--- config.mk ---
export PLATFORM = sky130hd
export DESIGN_NAME = pc_fetch_unit
export DESIGN_NICKNAME = d
export VERILOG_FILES = /design/src/rtl/pc_fetch_unit_pkg.sv /design/src/rtl/if_perf_counter.sv /design/src/rtl/pc_fetch_unit.sv
export SDC_FILE = /design/constraint.sdc
export NUM_CORES = 1
export LEC_CHECK = 0
export ABC_AREA = 1
export CAP_MARGIN = 15
export CORE_ASPECT_RATIO = 0.7
export CORE_UTILIZATION = 56
export CTS_BUF_LIST = sky130_fd_sc_hd__clkbuf_8
export DETAILED_ROUTE_END_ITERATION = 12
export DONT_BUFFER_PORTS = 1
export GPL_ROUTABILITY_DRIVEN = 0
export GPL_TIMING_DRIVEN = 0
export PLACE_DENSITY = 0.7
export SETUP_SLACK_MARGIN = 0.5
export SLEW_MARGIN = 20
export SYNTH_ARGS = -nofsm -noshare
export SYNTH_HDL_FRONTEND = slang
export SYNTH_SLANG_ARGS = --single-unit
--- constraint.sdc ---
create_clock -name CLK -period 4.25 [get_ports CLK]
set_input_delay 0.425 -clock CLK [delete_from_list [all_inputs] [get_ports CLK]]
set_output_delay 0.425 -clock CLK [all_outputs]
set_load 0.05 [all_outputs]
--- src/rtl/pc_fetch_unit_pkg.sv ---
// pc_fetch_unit_pkg: shared fetch-stage constants and state encodings.
package pc_fetch_unit_pkg;
  localparam logic [31:0] NOP_INSTR_DEF    = 32'h0000_0013;
  localparam logic [31:0] RESET_VECTOR_DEF = 32'h0000_0000;
  localparam logic [0:0]  ST_FETCH         = 1'b0;
  localparam logic [0:0]  ST_HELD          = 1'b1;
endpackage

--- src/rtl/if_perf_counter.sv ---
// if_perf_counter: 32-bit wrapping event counter with synchronous clear and enable.
module if_perf_counter (
  input  logic        clk,
  input  logic        rst,
  input  logic        en,
  output logic [31:0] count
);
  logic [31:0] count_q, count_d;
  always_comb count_d = en ? count_q + 32'd1 : count_q;
  always_ff @(posedge clk) begin
    if (rst) count_q <= '0;
    else count_q <= count_d;
  end
  assign count = count_q;
endmodule

--- src/rtl/pc_fetch_unit.sv ---
// pc_fetch_unit: instruction fetch stage with a one-entry hold buffer and deferred redirect.
// Defining IF_PERF_CNT_EN adds FETCH_COUNT / STALL_COUNT outputs.
module pc_fetch_unit
  import pc_fetch_unit_pkg::*;
#(
  parameter logic [31:0] RESET_VECTOR = RESET_VECTOR_DEF,
  parameter logic [31:0] NOP_INSTR    = NOP_INSTR_DEF
) (
  input  logic        CLK,
  input  logic        RESET,
  input  logic        HOLD,
  input  logic        BRANCH_TAKEN,
  input  logic [31:0] BRANCH_TARGET,
  output logic [31:0] IMEM_ADDRESS,
  output logic        IMEM_READ,
  input  logic [31:0] IMEM_READDATA,
  input  logic        IMEM_BUSYWAIT,
  output logic [31:0] IF_PC,
  output logic [31:0] IF_INSTRUCTION,
  output logic        IF_BUSYWAIT
`ifdef IF_PERF_CNT_EN
  ,
  output logic [31:0] FETCH_COUNT,
  output logic [31:0] STALL_COUNT
`endif
);
  logic [0:0]  state_q, state_d;
  logic [31:0] pc_q, pc_d;
  logic [31:0] buf_q, buf_d;
  logic        pend_q, pend_d;
  logic [31:0] pend_tgt_q, pend_tgt_d;
  logic        fetch, mem_done, avail, redirect, drop, advance, defer;
  // In HELD a word is always in hand, so a branch there redirects immediately
  always_comb begin
    fetch      = state_q == ST_FETCH;
    mem_done   = fetch && !IMEM_BUSYWAIT;
    avail      = mem_done || !fetch;
    redirect   = BRANCH_TAKEN && avail;
    drop       = mem_done && pend_q && !redirect;
    advance    = avail && !HOLD && !redirect && !drop;
    defer      = fetch && IMEM_BUSYWAIT && BRANCH_TAKEN;
    pc_d       = redirect ? BRANCH_TARGET : drop ? pend_tgt_q : advance ? pc_q + 32'd4 : pc_q;
    state_d    = (redirect || drop || advance) ? ST_FETCH : mem_done ? ST_HELD : state_q;
    buf_d      = (mem_done && HOLD && !redirect && !drop) ? IMEM_READDATA : buf_q;
    pend_d     = (redirect || drop) ? 1'b0 : defer ? 1'b1 : pend_q;
    pend_tgt_d = defer ? BRANCH_TARGET : pend_tgt_q;
  end
  always_ff @(posedge CLK) begin
    if (RESET) begin
      state_q    <= ST_FETCH;
      pc_q       <= RESET_VECTOR;
      buf_q      <= NOP_INSTR;
      pend_q     <= 1'b0;
      pend_tgt_q <= '0;
    end else begin
      state_q    <= state_d;
      pc_q       <= pc_d;
      buf_q      <= buf_d;
      pend_q     <= pend_d;
      pend_tgt_q <= pend_tgt_d;
    end
  end
  assign IMEM_ADDRESS   = pc_q;
  assign IF_PC          = pc_q;
  assign IMEM_READ      = !RESET && fetch;
  assign IF_BUSYWAIT    = !RESET && fetch && IMEM_BUSYWAIT;
  assign IF_INSTRUCTION = (RESET || redirect || drop || !avail) ? NOP_INSTR : fetch ? IMEM_READDATA : buf_q;
`ifdef IF_PERF_CNT_EN
  if_perf_counter u_fetch_cnt (.clk(CLK), .rst(RESET), .en(advance), .count(FETCH_COUNT));
  if_perf_counter u_stall_cnt (.clk(CLK), .rst(RESET), .en(IF_BUSYWAIT), .count(STALL_COUNT));
`endif
endmodule
# == Yosys cells after proc, flatten, opt, wreduce, memory -nomap -nowiden ==
# Cells that the tools add are included.
# W data, S select, Z words.
# op_classes
add_sub_neg,1
muxes,5
n_bitwise,1
n_reduce_logical,29
# op_table
cell,n
$mux W32,5
$add A32 B3 Y32 const B,1
$logic_and A1 B1 Y1,14
$logic_not A1 Y1,6
$logic_or A1 B1 Y1,6
$reduce_or A2 Y1,2
$reduce_bool A3 Y1,1
$not A1 Y1,1
# totals
regBits,98
in_bits,69
output_inout_bits,98
wordCells,41

# == Depth between registers and ports, before layout ==
# logic_depth
ltp_word,11
mapped_depth,12
mapped_depth_nobuf,10

# == Worst setup path after synthesis ==
# No wires, ideal clock.
# synth_timing
path_kind,in2out
start,input BRANCH_TAKEN
end,output IF_INSTRUCTION[22]
arrival_ns,2.030
required_time_ns,3.825
path_slack_ns,1.795
cell_stages,9
n_path_buf,2
path_cell_list,buf_2 > nand2_4 > nand2_4 > inv_4 > nand2_1 > nor2_2 > inv_2 > buf_2 > a21oi_1
# synth_via
elab_chain_len,6
word_cells_on_any_way,7
classes_between,mux (1); reduce/logical (6)
# synth_rtl
element,line_no,text
"start, declared",pc_fetch_unit.sv:12,"input logic BRANCH_TAKEN,"
$logic_and A1 B1 Y1 (*),pc_fetch_unit.sv:38,redirect = BRANCH_TAKEN && avail;
$logic_not A1 Y1,pc_fetch_unit.sv:39,drop = mem_done && pend_q && !redirect;
$logic_and A1 B1 Y1,pc_fetch_unit.sv:39,
$logic_or A1 B1 Y1 (*) (2 in series),pc_fetch_unit.sv:67,assign IF_INSTRUCTION = (RESET || redirect || drop || !avail) ? NOP_INSTR : fetch ? IMEM_READDATA : buf_q;
$mux W32 (*),pc_fetch_unit.sv:67,
"end, declared",pc_fetch_unit.sv:19,"output logic [31:0] IF_INSTRUCTION,"
# Every way passes the cells marked *; elsewhere a longest branch is shown, timed or not.

# == Final worst setup path ==
# layout_timing
start,register state_q
end,output IF_INSTRUCTION[3]
# layout_via
elab_chain_len,9
word_cells_on_any_way,13
classes_between,mux (2); bitwise (1); reduce/logical (10)
# layout_rtl
element,line_no,text
"start, declared",pc_fetch_unit.sv:27,"logic [0:0] state_q, state_d;"
"start signal, assigned",pc_fetch_unit.sv:56,state_q <= state_d;
$not A1 Y1,pc_fetch_unit.sv:35,fetch = state_q == ST_FETCH;
$logic_and A1 B1 Y1,pc_fetch_unit.sv:36,mem_done = fetch && !IMEM_BUSYWAIT;
$logic_or A1 B1 Y1,pc_fetch_unit.sv:37,avail = mem_done || !fetch;
$logic_and A1 B1 Y1,pc_fetch_unit.sv:38,
$logic_not A1 Y1,pc_fetch_unit.sv:39,
$logic_and A1 B1 Y1,pc_fetch_unit.sv:39,
$logic_or A1 B1 Y1 (2 in series),pc_fetch_unit.sv:67,
$mux W32 (*),pc_fetch_unit.sv:67,
# Marks and branches as above.

==> reports/results.tsv <==
stage	metric	value	unit
logic_synthesis	synth_top_area_share	35.7	%
floorplanning	coreArea	9290	sq um
final_layout	drive_gt1_share	11.1	%
cts	cts_buffers	9	
sta	skew	0.00654	ns
final_layout	final_cell_mix	201 x nand2_1, 108 x a21oi_1, 107 x nor2_1	
logic_synthesis	ys_top_cells_by_area	dfxtp_1 36%, nand2_1 14%, a21oi_1 9.8%, o21ai_0 8.4%, nor2_1 7.3%	
floorplanning	die-width	120	um
setup_path	crit_path_end_kind	output port	
sta	rsz0062_at_grt	no	
cts	root_buffer	clkbuf_8	
floorplanning	die_h	84.9	um
detailed_routing	routedWlPerCell	17.1	um
cts	tritoncts	yes	
final_layout	finalNetCount	927	
logic_synthesis	yosysTopAreaCell	dfxtp_1	
final_layout	fillerInstances	954	
global_route	grt_pass1_wl	25.9	mm
setup_path	worst_ep_required_time	3.83	ns
final_layout	areaGrowthSynthToFinish	6.31	%
cts	cts_htree_levels	3	
sta	hold_violations	0	
detailed_routing	vias_per_cell	5.72	
global_route	grt_util_met3	10.2	%
detailed_routing	route.detailed.drc	0	
global_route	grt_start_max_net_pins	16	
sta	max_clock_freq	316	MHz
cts	post_cts_buffers	0	
cts	clockBufferDepth	2	
pwr	p_leak	2.38	nW
cts	cts_resized	0	
floorplanning	ios	167	
sta	fin_setup_tns	0	ns
final_layout	final_common_cell	nand2_1	
detailed_routing	via_count	5640	
sta	timing.final.crit_share	74.4	%
sta	slew_violations	0	
cts	ctsHoldBuffers	0	
setup_path	startpoint_type	register	
floorplanning	die-area	10200	sq um
logic_synthesis	synth_cell_types	34	
global_route	grt-ovfl-total	0	
floorplanning	start_util	59.1	%
detailed_routing	drt_iter0_drc	555	
place	numPortBuffers	0	
setup_path	crit_arrival	2.74	ns
global_route	grt.met2_usage	48.1	%
cts	cts.sinks	98	
sta	layout_min_cycle_time	3.16	ns
logic_synthesis	syn_inst	846	
sta	worstMarginPinSlew	1.12	ns
place	pre_cts_ws	1.47	ns
global_route	busiest_layer	met2	
sta	finalWorstSetupSlack	1.09	ns
pwr	power	0.00233	W
logic_synthesis	synth_seq_cells	98	
job	max_cap_viol_count	0	
setup_path	crit_type	register to output port	
place	place_hpwl	12.5	mm
pwr	ir_worst_vdd	0.228	mV
logic_synthesis	ys_seq_area_share	35.7	%
floorplanning	rows	29	
logic_synthesis	netlist_area	5490	sq um
sta	relSlewSlack	25.7	%
global_route	met1_usage	46.7	%
detailed_routing	antenna_left	0	
detailed_routing	drt_pass1_iterations	5	
final_layout	utilization	62.9	%
logic_synthesis	syn_avg_cell_area	6.49	sq um
run_status	status	finished clean	
global_route	grtUsageTotal	32.8	%
min_path	min_path_type	input pin to register	
setup_path	cp_max_fo	10	
logic_synthesis	yosys_warnings	0	
cts	clk_pin_slew	0.09	ns
sta	final-setup-viol-count	0	
pwr	cellPowerDensity	399	nW/um^2
detailed_routing	totalWireLength	16.8	mm
final_layout	diodes	0	
global_route	first_global_vias	5043	
global_route	antenna_found_initial	0	
logic_synthesis	syn_nets	916	
cts	clk_latency	0.38	ns
## synth_stat cells, drive strengths merged
cell type  instances
ha                 1
nor2             115
nand3             36
buf               55
xnor2              5
nand2            205
o211ai             2
nor3               1
or2                2
a41oi              1
a31oi              9
o21bai             1
a21oi            109
inv               61
nand3b             8
a221oi             1
clkbuf            26
dfxtp             98
o21ai            100
nand4              1
xor2               8
a211oi             1
## through the flow
step	hold slack (ns)	cell area [sq um]	instances
2_1_floorplan	0.430	5490	846
3_3_place_gp	0.443	5650	970
5_1_grt	0.149	5840	986
6_report	0.161	5840	986
4_1_cts	0.149	5840	986
3_5_place_dp	0.448	5650	970
## flip-flops by register name (all words and copies together) (netlist names)
register and count:
IF_PC 32, pend_tgt_q 32, state_q 1, pend_q 1
buf_q 32
## path summary, 6_finish.rpt
kind | startpoint | to | slack [ns] | cells past startpoint
worst min register to register | pend_tgt_q[25] | pend_tgt_q[25] | 0.46 | 2
worst max-delay path | state_q | IF_INSTRUCTION[3] | 1.09 | 11
worst min-delay path | IMEM_READDATA[0] | buf_q[0] | 0.16 | 2
worst max register to register | IF_PC[3] | IF_PC[24] | 1.76 | 8
## worst max-delay path, stage by stage (launching register included)
cell and delay [ns]:
dfxtp_1 0.32, buf_6 0.13, inv_4 0.09, nand2_4 0.08, nand2_4 0.11, nand2_4 0.07
inv_4 0.11, nand2_1 0.09, nor2_2 0.23, inv_2 0.08, buf_2 0.19, a21oi_1 0.87
## cells by family after synthesis
| family | after synthesis | share of synthesized area [%] |
|---|---|---|
| compound gates | 224 | 21.4 |
| xor+xnor | 13 | 2.07 |
| fa+ha+maj | 1 | 0.228 |
| buf+inv | 142 | 13.0 |
| flops | 98 | 35.7 |
| simple gates | 368 | 27.7 |
## area by class of cell
cell class                      instances  area (sq um)  share of cell area [%]
Buffer                                 81           478                    8.18
Clock buffer                           12           165                    2.83
Clock inverter                          4          26.3                   0.450
Inverter                               61           234                    4.01
Multi-Input combinational cell        606          2820                    48.3
Sequential cell                        98          1960                    33.6
Tap cell                              124           155                    2.66
## report_power, final
| group | switching, W | internal [W] |
|---|---|---|
| Combinational | 0.000395 | 0.000156 |
| Clock | 0.000340 | 0.000261 |
| Sequential | 0.000190 | 0.000991 |
## routing by layer
metal  part of all wire (%)  vias to the layer above
met3                     13                       14
met5                      0                        -
met1                     44                     2592
met4                    1.1                        0
met2                     42                      304
li1                       -                     2730
No activity file was read; power rests on OpenSTA's default activity.
